`src/rtl/sram_axi_rd_arb.sv`:
```
// Read-channel arbiter: merges fetch and data SRAM-like read requests onto one
// AXI3 AR/R pair. Data has priority, and a starvation guard forces fetch after
// a run of data grants. Outstanding reads are counted per requester by ARID,
// and single-beat R responses are routed back to the requester that owns the ID.
module sram_axi_rd_arb #(
    parameter logic [3:0] INST_ID      = 4'd0,
    parameter logic [3:0] DATA_ID      = 4'd1,
    parameter int         MAX_OUTST    = 2,
    parameter int         STARVE_LIMIT = 3
) (
    input  logic        aclk,
    input  logic        aresetn,
    input  logic        inst_req,
    input  logic [31:0] inst_addr,
    input  logic [1:0]  inst_size,
    output logic        inst_addr_ok,
    output logic        inst_data_ok,
    output logic [31:0] inst_rdata,
    input  logic        data_req,
    input  logic [31:0] data_addr,
    input  logic [1:0]  data_size,
    output logic        data_addr_ok,
    output logic        data_data_ok,
    output logic [31:0] data_rdata,
    input  logic        wr_busy,
    output logic [3:0]  arid,
    output logic [31:0] araddr,
    output logic [7:0]  arlen,
    output logic [2:0]  arsize,
    output logic [1:0]  arburst,
    output logic [1:0]  arlock,
    output logic [3:0]  arcache,
    output logic [2:0]  arprot,
    output logic        arvalid,
    input  logic        arready,
    input  logic [3:0]  rid,
    input  logic [31:0] rdata,
    input  logic [1:0]  rresp,
    input  logic        rlast,
    input  logic        rvalid,
    output logic        rready,
    output logic        rsp_err
);

    localparam int SW = (STARVE_LIMIT < 2) ? 1 : $clog2(STARVE_LIMIT + 1);
    localparam logic [SW-1:0] STARVE_MAX = SW'(STARVE_LIMIT);
    localparam logic [2:0]    OUTST_MAX  = 3'(MAX_OUTST);

    typedef enum logic [0:0] {
        IDLE    = 1'b0,
        AR_BUSY = 1'b1
    } state_t;

    state_t         state_reg, state_next;
    logic [3:0]     arid_reg, arid_next;
    logic [31:0]    araddr_reg, araddr_next;
    logic [1:0]     arsize_reg, arsize_next;
    logic [2:0]     cnt_inst_reg, cnt_inst_next;
    logic [2:0]     cnt_data_reg, cnt_data_next;
    logic [SW-1:0]  starve_reg, starve_next;
    logic           rsp_err_reg, rsp_err_next;

    logic inst_elig, data_elig, force_inst;
    logic grant_inst, grant_data;
    logic r_fire, inst_hit, data_hit, inst_dec, data_dec, r_bad;

    // Eligibility and grant use registered counts, so a freed slot re-grants next cycle
    assign inst_elig  = inst_req && (cnt_inst_reg < OUTST_MAX);
    assign data_elig  = data_req && !wr_busy && (cnt_data_reg < OUTST_MAX);
    assign force_inst = (starve_reg == STARVE_MAX) && inst_elig;
    assign grant_inst = aresetn && (state_reg == IDLE) && (force_inst || (!data_elig && inst_elig));
    assign grant_data = aresetn && (state_reg == IDLE) && data_elig && !force_inst;

    assign inst_addr_ok = grant_inst;
    assign data_addr_ok = grant_data;

    // R side: always ready out of reset; beats with no owner are dropped and flagged
    assign rready   = aresetn;
    assign r_fire   = rvalid && rready;
    assign inst_hit = r_fire && (rid == INST_ID) && (cnt_inst_reg != 3'd0);
    assign data_hit = r_fire && (rid == DATA_ID) && (cnt_data_reg != 3'd0);
    assign inst_dec = inst_hit && rlast;
    assign data_dec = data_hit && rlast;
    assign r_bad    = r_fire && !inst_hit && !data_hit;

    assign inst_data_ok = inst_hit;
    assign data_data_ok = data_hit;
    assign inst_rdata   = rdata;
    assign data_rdata   = rdata;
    assign rsp_err      = rsp_err_reg;

    assign arvalid = (state_reg == AR_BUSY);
    assign arid    = arid_reg;
    assign araddr  = araddr_reg;
    assign arsize  = {1'b0, arsize_reg};
    assign arlen   = 8'd0;
    assign arburst = 2'b01;
    assign arlock  = 2'b00;
    assign arcache = 4'd0;
    assign arprot  = 3'd0;

    // AR FSM next state: latch the granted request, hold it until arready
    always_comb begin
        state_next  = state_reg;
        arid_next   = arid_reg;
        araddr_next = araddr_reg;
        arsize_next = arsize_reg;
        case (state_reg)
            IDLE: begin
                if (grant_inst) begin
                    arid_next   = INST_ID;
                    araddr_next = inst_addr;
                    arsize_next = inst_size;
                    state_next  = AR_BUSY;
                end else if (grant_data) begin
                    arid_next   = DATA_ID;
                    araddr_next = data_addr;
                    arsize_next = data_size;
                    state_next  = AR_BUSY;
                end
            end
            AR_BUSY: begin
                if (arready) begin
                    state_next = IDLE;
                end
            end
            default: state_next = IDLE;
        endcase
    end

    // Outstanding counters, starvation counter and sticky response error
    always_comb begin
        cnt_inst_next = cnt_inst_reg;
        cnt_data_next = cnt_data_reg;
        starve_next   = starve_reg;
        rsp_err_next  = rsp_err_reg | r_bad;
        case ({grant_inst, inst_dec})
            2'b10:   cnt_inst_next = cnt_inst_reg + 3'd1;
            2'b01:   cnt_inst_next = cnt_inst_reg - 3'd1;
            default: cnt_inst_next = cnt_inst_reg;
        endcase
        case ({grant_data, data_dec})
            2'b10:   cnt_data_next = cnt_data_reg + 3'd1;
            2'b01:   cnt_data_next = cnt_data_reg - 3'd1;
            default: cnt_data_next = cnt_data_reg;
        endcase
        if (!inst_req || grant_inst) begin
            starve_next = '0;
        end else if (grant_data && (starve_reg != STARVE_MAX)) begin
            starve_next = starve_reg + SW'(1);
        end
    end

    // State registers with synchronous active-low reset
    always_ff @(posedge aclk) begin
        if (!aresetn) begin
            state_reg    <= IDLE;
            arid_reg     <= 4'd0;
            araddr_reg   <= 32'd0;
            arsize_reg   <= 2'd0;
            cnt_inst_reg <= 3'd0;
            cnt_data_reg <= 3'd0;
            starve_reg   <= '0;
            rsp_err_reg  <= 1'b0;
        end else begin
            state_reg    <= state_next;
            arid_reg     <= arid_next;
            araddr_reg   <= araddr_next;
            arsize_reg   <= arsize_next;
            cnt_inst_reg <= cnt_inst_next;
            cnt_data_reg <= cnt_data_next;
            starve_reg   <= starve_next;
            rsp_err_reg  <= rsp_err_next;
        end
    end

endmodule

```
`config.mk`:
```
export PLATFORM = sky130hd
export DESIGN_NAME = sram_axi_rd_arb
export DESIGN_NICKNAME = d
export VERILOG_FILES = /design/src/rtl/sram_axi_rd_arb.sv
export SDC_FILE = /design/constraint.sdc
export NUM_CORES = 1
export LEC_CHECK = 0
export ABC_AREA = 1
export ABC_CLOCK_PERIOD_IN_PS = 5950
export CAP_MARGIN = 10
export CORE_MARGIN = 2
export CORE_UTILIZATION = 37
export CTS_CLUSTER_DIAMETER = 100
export DETAILED_ROUTE_END_ITERATION = 8
export PLACE_DENSITY_LB_ADDON = 0.15
export SLEW_MARGIN = 20
export SYNTH_ARGS = -nofsm -noshare
export SYNTH_HDL_FRONTEND = slang
export SYNTH_SLANG_ARGS = --single-unit
```
`constraint.sdc`:
```
create_clock -name aclk -period 5.95 [get_ports aclk]
set_clock_uncertainty 0.05 [all_clocks]
set_input_delay 0.8925 -clock aclk [delete_from_list [all_inputs] [get_ports aclk]]
set_output_delay 0.8925 -clock aclk [all_outputs]
set_load 0.03 [all_outputs]
```
==> results of run 1 <==
worst max-delay path by stage:
stage	startpoint	endpoint	slack [ns]	cells after the start
after CTS	data_req	data_addr_ok	1.56	8
final	data_req	data_addr_ok	1.62	8
after global placement	data_req	data_addr_ok	1.56	8
after floorplan	aresetn	data_addr_ok	3.20	8
after global routing	data_req	data_addr_ok	1.37	8
after detailed placement	data_req	data_addr_ok	1.56	8
cells by family after synthesis:
| kind of cell | after synthesis | synth area share |
|---|---|---|
| other cells | 2 | 0.002398 |
| fa+ha+maj | 5 | 0.02477 |
| simple gates | 213 | 0.3763 |
| compound gates | 17 | 0.02717 |
| flops | 45 | 0.2877 |
| buf+inv | 137 | 0.2817 |
placed cells by master, fill, tap and decap left out, drive strengths merged, types with 7 or more instances in the layout:
master	synthesis	routed
inv	29	29
nor2	83	83
nand3b	68	68
clkbuf	7	7
nand3	42	42
nand2	20	20
a21oi	10	10
conb	2	23
o21ai	7	7
dfxtp	45	45
clkdlybuf4s50	0	120
final cells by class:
type	count	area [sq um]
repair buffers	123	1221
fillers	830	4310
well taps	105	131.4
flip-flops and latches	45	900.9
inverters	29	108.9
multi-input cells	258	1428
clock inverters	1	30.03
clock buffers	7	86.33
per-layer routing:
metal / up-vias / GRT usage / wire (um)
met3: 24 / 0.04072 / 622
met4: 0 / 0.06429 / 201
met5: - / 0 / 0
met1: 1209 / 0.1819 / 3026
li1: 1317 / - / -
met2: 131 / 0.3426 / 4492
report_power, final:
group / switching (mW) / internal [mW] / leakage (nW) / total, mW
clock: 0.109 / 0.137 / 0.0585 / 0.246
combinational: 0.175 / 0.138 / 1.26 / 0.313
sequential: 0.0147 / 0.331 / 0.370 / 0.345
total: 0.298 / 0.606 / 1.69 / 0.904
critical path, delay by kind of cell:
kind	cells	cell delay, ns
buf+inv	3	1.27
simple gates	5	1.23
==> reports/results.ini, run 1 <==
[logic_synthesis]
synthTopCellsByArea = dfxtp_1 29%, buf_4 21%, nand3b_1 16%, nor2_1 9.7%, nand3_1 6.4%
synth_most_common_cell = buf_4
ys_warn_count = 0
async_reset_ff_frac = 0
netlist_area_sq_mm = 0.003132
synth_flop_cell = dfxtp_1
synth-seq-cells = 45
synth.distinct_cells = 22
yosysTopAreaCellShare = 0.2877
synth_commonest_cells = 89 x buf_4, 81 x nor2_1, 68 x nand3b_1
yosysTopAreaCell = dfxtp_1
synth_area_per_cell_sq_um = 7.474
synthCells = 419
synth_edf_count = 0
synth-seq-area-share = 0.2877

[sta]
fin_crit_sh = 0.7285
finalSetupViolCount = 0
slew_viol_final = 0
tightestPinTransition_ns = 0.7493
setup_ws_ns = 1.615
period_needed_ns = 4.335
hold_slack_ns = 0.4069
fmax_mhz = 230.7
hold_viol = 0
slew_headroom = 0.4987
rsz0062_at_grt = no
setup_tns_ns = 0

[route]
ant_nets = 0
drc = 0
drt-pass1-iter-count = 6
viasPerCell = 4.720
num_vias = 2681
first_iter_violations = 82
routed_wl_um = 8343
wire_per_inst_um = 14.69

[floorplan]
core_sq_mm = 0.008217
start_util = 0.3811
ios = 243
die_y_um = 96
die_x_um = 96
die_area_sq_mm = 0.009216
rows = 33

[clocking]
cts_resized = 0
cts_buffer_depth = 2
clock_sinks = 45
ctsHoldBuffers = 0
cts_buffers = 5
htree_levels = 2
tritoncts = done
root_buffer = clkbuf_8
clk_latency_ns = 0.30
clkTransAtPathRegs_ns = 0.08
post-cts-setup-buffers = 0

[place]
placed_cells = 560
numPortBuffers = 121
gp_congestion = 0.7385
hpwl_um = 5711
placedInstanceArea_sq_mm = 0.003790
place_worst_setup_slack_ns = 1.559

[setup_path]
r2r-start = arvalid
slowest_delay_ns = 0.67
worstPathRequired_ns = 5.01
rrSetupSlack_ns = 3.00
start_kind = primary input
rr_worst_depth = 14
r2r_end = cnt_data_reg[2]
worstSetupPathType = primary input to primary output
cp_max_fo = 37
critPathSlowestCell = clkdlybuf4s50_1
cp-end-kind = primary output
worstPathArrival_ns = 3.39
worstPathCellList = clkdlybuf4s50_1, nand2_1, nor2_1, nand2_2, nand2_2, nand2_4, inv_1, clkdlybuf4s50_1

[hold_path]
hold_path.class = flip-flop to flip-flop
whs_path_depth = 1
min_to = cnt_inst_reg[0]
worstHoldStart = cnt_inst_reg[0]

[global_routing]
antenna_found_initial = 0
grt_pass1_wl_um = 12520
grt_max_degree = 46
grt_pass1_vias = 2554
grt-ovfl-total = 0
track_usage = 0.1767

[finish]
area_growth_pct = 24.73
diodes = 0
largest_reg_flops = 32
fin_nets = 581
final_core_util = 0.4754
final-instance-count-excl-fill = 568
drive_gt1_frac = 0.04536
fin_area_sq_mm = 0.003906

[run_status]
status = completed

[power]
p_total_uw = 904.5
power.static_leakage_nw = 1.690
powerDensity_mw_per_mm2 = 231.5
peakVddDrop_mv = 0.09499

[run]
drv_cap = 0

(Power assumes the default switching activity.)
==> run 2, diff against run 1 <==
Settings changed: ABC_CLOCK_PERIOD_IN_PS 5950 to 4000, CORE_UTILIZATION 37 to 34.
Clock period 5.95 ns to 4 ns, I/O delays scaled along.
==> reports/results.ini, run 2 (synthesized netlist as in run 1, its figures left out) <==
[run_status]
status = completed

[global_routing]
grt_max_degree = 40  ; -13%
antenna_found_initial = 0  ; unchanged
track_usage = 0.1615  ; -0.01518
grt-ovfl-total = 0  ; unchanged
grt_pass1_wl_um = 12990  ; +3.7%
grt_pass1_vias = 2663  ; +4.3%

[clocking]
root_buffer = clkbuf_8
clk_latency_ns = 0.29  ; about the same
tritoncts = done
clkTransAtPathRegs_ns = 0.08  ; about the same
cts_resized = 0  ; unchanged
clock_sinks = 45  ; unchanged
ctsHoldBuffers = 0  ; unchanged
htree_levels = 2  ; unchanged
cts_buffers = 5  ; unchanged
cts_buffer_depth = 2  ; unchanged
post-cts-setup-buffers = 0  ; unchanged

[run]
drv_cap = 0  ; unchanged

[power]
power.static_leakage_nw = 1.708  ; +1.1%
powerDensity_mw_per_mm2 = 340.9  ; +47%
p_total_mw = 1.344  ; +49%
peakVddDrop_mv = 0.1790  ; +88%

[sta]
rsz0062_at_grt = no
setup_ws_ns = 0.9781  ; -0.6374 ns
hold_slack_ns = 0.4000  ; -0.006942 ns
setup_tns_ns = 0  ; unchanged
hold_viol = 0  ; unchanged
fmax_mhz = 330.9
finalSetupViolCount = 0  ; unchanged
slew_viol_final = 0  ; unchanged
fin_crit_sh = 0.7555
period_needed_ns = 3.022

[hold_path]
hold_path.class = flip-flop to flip-flop

[floorplan]
die_x_um = 99.98  ; +4.1%
die_y_um = 99.98  ; +4.1%
rows = 35  ; +6.1%
die_area_sq_mm = 0.009995  ; +8.5%
ios = 243  ; unchanged
core_sq_mm = 0.009065  ; +10%
start_util = 0.3455  ; -0.03567

[route]
drt-pass1-iter-count = 4  ; -2
drc = 0  ; unchanged
num_vias = 2662  ; -0.71%
routed_wl_um = 8400  ; +0.68%
viasPerCell = 4.606  ; -2.4%
ant_nets = 0  ; unchanged
wire_per_inst_um = 14.53  ; -1.1%
first_iter_violations = 62  ; -24%

[finish]
final_common_cell = clkdlybuf4s50_1
largest_reg_flops = 32  ; unchanged
drive_gt1_frac = 0.05353  ; +0.008177
final_cell_mix = 120 x clkdlybuf4s50_1, 81 x nor2_1, 68 x nand3b_1
fillCellCount = 937  ; +13%
diodes = 0  ; unchanged
fin_nets = 585  ; +0.69%
area_growth_pct = 25.93

[setup_path]
worstPathArrival_ns = 2.37  ; -1.02 ns
worstPathRequired_ns = 3.35  ; -1.66 ns
start_kind = primary input
cp_max_fo = 18  ; -51%
worstSetupPathType = primary input to primary output
cp-end-kind = primary output

[place]
place_worst_setup_slack_ns = 0.9492  ; -0.6100 ns
gp_congestion = 0.7010  ; -5.1%
numPortBuffers = 121  ; unchanged
hpwl_um = 5698  ; -0.22%

==> run 2: cell types whose count changed in the layout (fill, tap and decap cells not counted), sizes merged <==
cell / previous run / this run
buf: 3 / 7
==> run 2: path summary, 6_finish.rpt <==
check | from | endpoint | slack (ns) | cells past startpoint
worst min register to register | cnt_inst_reg[0] | cnt_inst_reg[0] | 0.40 | 1
worst min-delay path | cnt_inst_reg[0] | cnt_inst_reg[0] | 0.40 | 1
worst max register to register | cnt_inst_reg[1] | cnt_data_reg[2] | 1.77 | 13
worst max-delay path | data_req | data_addr_ok | 0.98 | 8
==> run 2: critical path: stages <==
cell and delay (ns):
clkdlybuf4s50_1 0.48, nand2_1 0.06, nor2_1 0.17, nand2_2 0.08, nand2_2 0.09, nand2_4 0.15
inv_1 0.08, clkdlybuf4s50_1 0.66
==> run 2: layout make-up <==
cell class	count	area [sq um]	share of cell area
Multi-Input combinational cell	258	1428	0.3620
Timing Repair Buffer	127	1251	0.3173
Sequential cell	45	900.9	0.2284
Tap cell	111	138.9	0.03522
Inverter	29	108.9	0.02760
Clock buffer	7	86.33	0.02189
Clock inverter	1	30.03	0.007614
==> run 2: routing by layer <==
metal	up-vias	routed length (um)	GRT usage
li1	1328	-	-
met1	1208	3557	0.1998
met2	105	4155	0.2812
met3	21	548	0.03343
met4	0	139	0.05163
met5	-	0	0
==> run 2: where the power goes <==
group | internal, mW | switching, mW | leakage (nW)
registers | 0.492 | 0.0209 | 0.370
logic | 0.209 | 0.264 | 1.28
clock network | 0.204 | 0.154 | 0.0585
total | 0.905 | 0.439 | 1.71
==> run 2: metrics by stage <==
stage | instances | util | cell area, sq um
2_1_floorplan | 440 | - | 3211
3_3_place_gp | 570 | 0.4222 | 3827
3_5_place_dp | 570 | 0.4222 | 3827
4_1_cts | 578 | 0.4351 | 3944
5_1_grt | 578 | 0.4351 | 3944
6_report | 578 | 0.4351 | 3944
==> run 3, diff against run 2 <==
Settings changed: ABC_CLOCK_PERIOD_IN_PS 4000 to 2500, CORE_UTILIZATION 34 to 31.
Clock period 4 ns to 2.5 ns, I/O delays scaled along.
==> reports/results.ini, run 3 (synthesized netlist as in run 1, its figures left out) <==
[run_status]
status = completed

[global_routing]
grt-ovfl-total = 0  ; unchanged
grt_pass1_wl_um = 13340  ; +2.7%
antenna_found_initial = 0  ; unchanged
grt_pass1_vias = 2705  ; +1.6%
track_usage = 0.1500  ; -0.01146
grt_max_degree = 37  ; -7.5%

[clocking]
root_buffer = clkbuf_8
ctsHoldBuffers = 0  ; unchanged
cts_buffers = 5  ; unchanged
cts_buffer_depth = 2  ; unchanged
clk_latency_ns = 0.30  ; about the same
post-cts-setup-buffers = 0  ; unchanged
tritoncts = done
htree_levels = 2  ; unchanged
clock_sinks = 45  ; unchanged
cts_resized = 0  ; unchanged
clkTransAtPathRegs_ns = 0.09  ; about the same

[power]
sw_frac_of_total = 0.3586  ; +0.03194
power.static_leakage_nw = 1.715  ; +0.42%
peakVddDrop_mv = 0.1934  ; +8.1%
power_frac_comb = 0.368  ; +0.015
clockPowerShare = 0.234  ; -0.032
powerDensity_mw_per_mm2 = 520.9  ; +53%
pwr-share-seq = 0.398  ; +0.017
p_sw_uw = 739.3  ; +68%
p_int_mw = 1.322  ; +46%
p_total_mw = 2.061  ; +53%

[sta]
hold_slack_ns = 0.4009  ; +0.0009500 ns
slew_viol_final = 0  ; unchanged
rsz0062_at_grt = no
fmax_mhz = 436.2
period_needed_ns = 2.292
setup_tns_ns = 0  ; unchanged
finalSetupViolCount = 0  ; unchanged
fin_crit_sh = 0.9169
hold_viol = 0  ; unchanged

[floorplan]
rows = 36  ; +2.9%
die_y_um = 104.5  ; +4.5%
ios = 243  ; unchanged
die_area_sq_mm = 0.01092  ; +9.3%
die_x_um = 104.5  ; +4.5%
start_util = 0.3204  ; -0.02508
core_sq_mm = 0.009774  ; +7.8%

[route]
routed_wl_um = 8408  ; about the same
num_vias = 2719  ; +2.1%
viasPerCell = 4.509  ; -2.1%
first_iter_violations = 88  ; +42%
drt-pass1-iter-count = 4  ; unchanged
wire_per_inst_um = 13.94  ; -4.1%
ant_nets = 0  ; unchanged
drc = 0  ; unchanged

[run]
drv_cap = 0  ; unchanged

[finish]
drive_gt1_frac = 0.07021  ; +0.01668
multiInputGateArea_sq_mm = 0.001428  ; unchanged
final_core_util = 0.4049  ; -0.03017
fin_nets = 588  ; +0.51%
largest_reg_flops = 32  ; unchanged
fillCellCount = 1031  ; +10%
final_common_cell = clkdlybuf4s50_1
final_cell_mix = 116 x clkdlybuf4s50_1, 81 x nor2_1, 68 x nand3b_1
diodes = 0  ; unchanged
area_growth_pct = 26.37
fin_area_sq_mm = 0.003958  ; +0.35%
regArea_sq_um = 900.9  ; unchanged

[setup_path]
worstPathArrival_ns = 1.87  ; -0.50 ns
cp_max_fo = 36  ; +18
rrSetupSlack_ns = 0.37  ; -1.40 ns
worstPathRequired_ns = 2.08  ; -1.27 ns
worstSetupPathType = primary input to primary output
cp-end-kind = primary output
start_kind = primary input

[place]
gp_congestion = 0.7775  ; +11%
numPortBuffers = 121  ; unchanged
placedInstanceArea_sq_mm = 0.003867  ; +1.0%
hpwl_um = 5658  ; -0.71%

[hold_path]
hold_path.class = flip-flop to flip-flop

-- run 3: cell count changes in the layout (fill, tap and decap cells not counted), sizes merged --
cell           change
buf                +7
bufinv             -1
clkbuf             -2
clkdlybuf4s50      -4
clkinv             +1
clkinvlp           +1
inv                +1
-- run 3: final timing paths --
| check | startpoint | end | depth (start not counted) |
|---|---|---|---|
| hold / removal | rsp_err | rsp_err | 2 |
| setup reg to reg | cnt_inst_reg[1] | cnt_data_reg[2] | 13 |
| setup / recovery | inst_req | data_addr_ok | 8 |
| hold reg to reg | rsp_err | rsp_err | 2 |
-- run 3: metrics by stage --
stage / setup slack (ns) / std cells
2_1_floorplan: 0.1817 / 440
3_3_place_gp: 0.1030 / 595
3_5_place_dp: 0.04809 / 595
4_1_cts: 0.1699 / 603
5_1_grt: 0.04640 / 603
6_report: 0.2077 / 603
-- run 3: layout make-up --
| class | count | share of cell area |
|---|---|---|
| clock buffer | 5 | 0.01739 |
| clock inverter | 3 | 0.005375 |
| inverter | 29 | 0.02751 |
| multi-input combinational | 258 | 0.3607 |
| sequential | 45 | 0.2276 |
| tap | 133 | 0.04205 |
| timing repair buffer | 130 | 0.3193 |
-- run 3: per-layer routing --
| layer | vias up | global-route usage | wire length [um] |
|---|---|---|---|
| met5 | - | 0 | 0 |
| met4 | 0 | 0.04923 | 129 |
| met3 | 20 | 0.04135 | 670 |
| met2 | 119 | 0.2745 | 4166 |
| met1 | 1249 | 0.1662 | 3441 |
| li1 | 1331 | - | - |
-- run 3: critical path: stages --
cell	delay (ns)
clkdlybuf4s50_1	0.50
nand2_2	0.10
nor2_8	0.11
nand2_4	0.07
nand2_4	0.07
buf_4	0.38
inv_1	0.08
buf_4	0.18
-- run 3: power by group through the flow --
stage | registers (mW) | logic (mW) | clock network, mW
3_5_place_dp | 0.836 | 0.762 | 0
2_1_floorplan | 0.958 | 0.546 | 0
6_report | 0.820 | 0.758 | 0.483
5_1_grt | 0.829 | 0.819 | 0.539
3_3_place_gp | 0.836 | 0.759 | 0
4_1_cts | 0.821 | 0.766 | 0.511
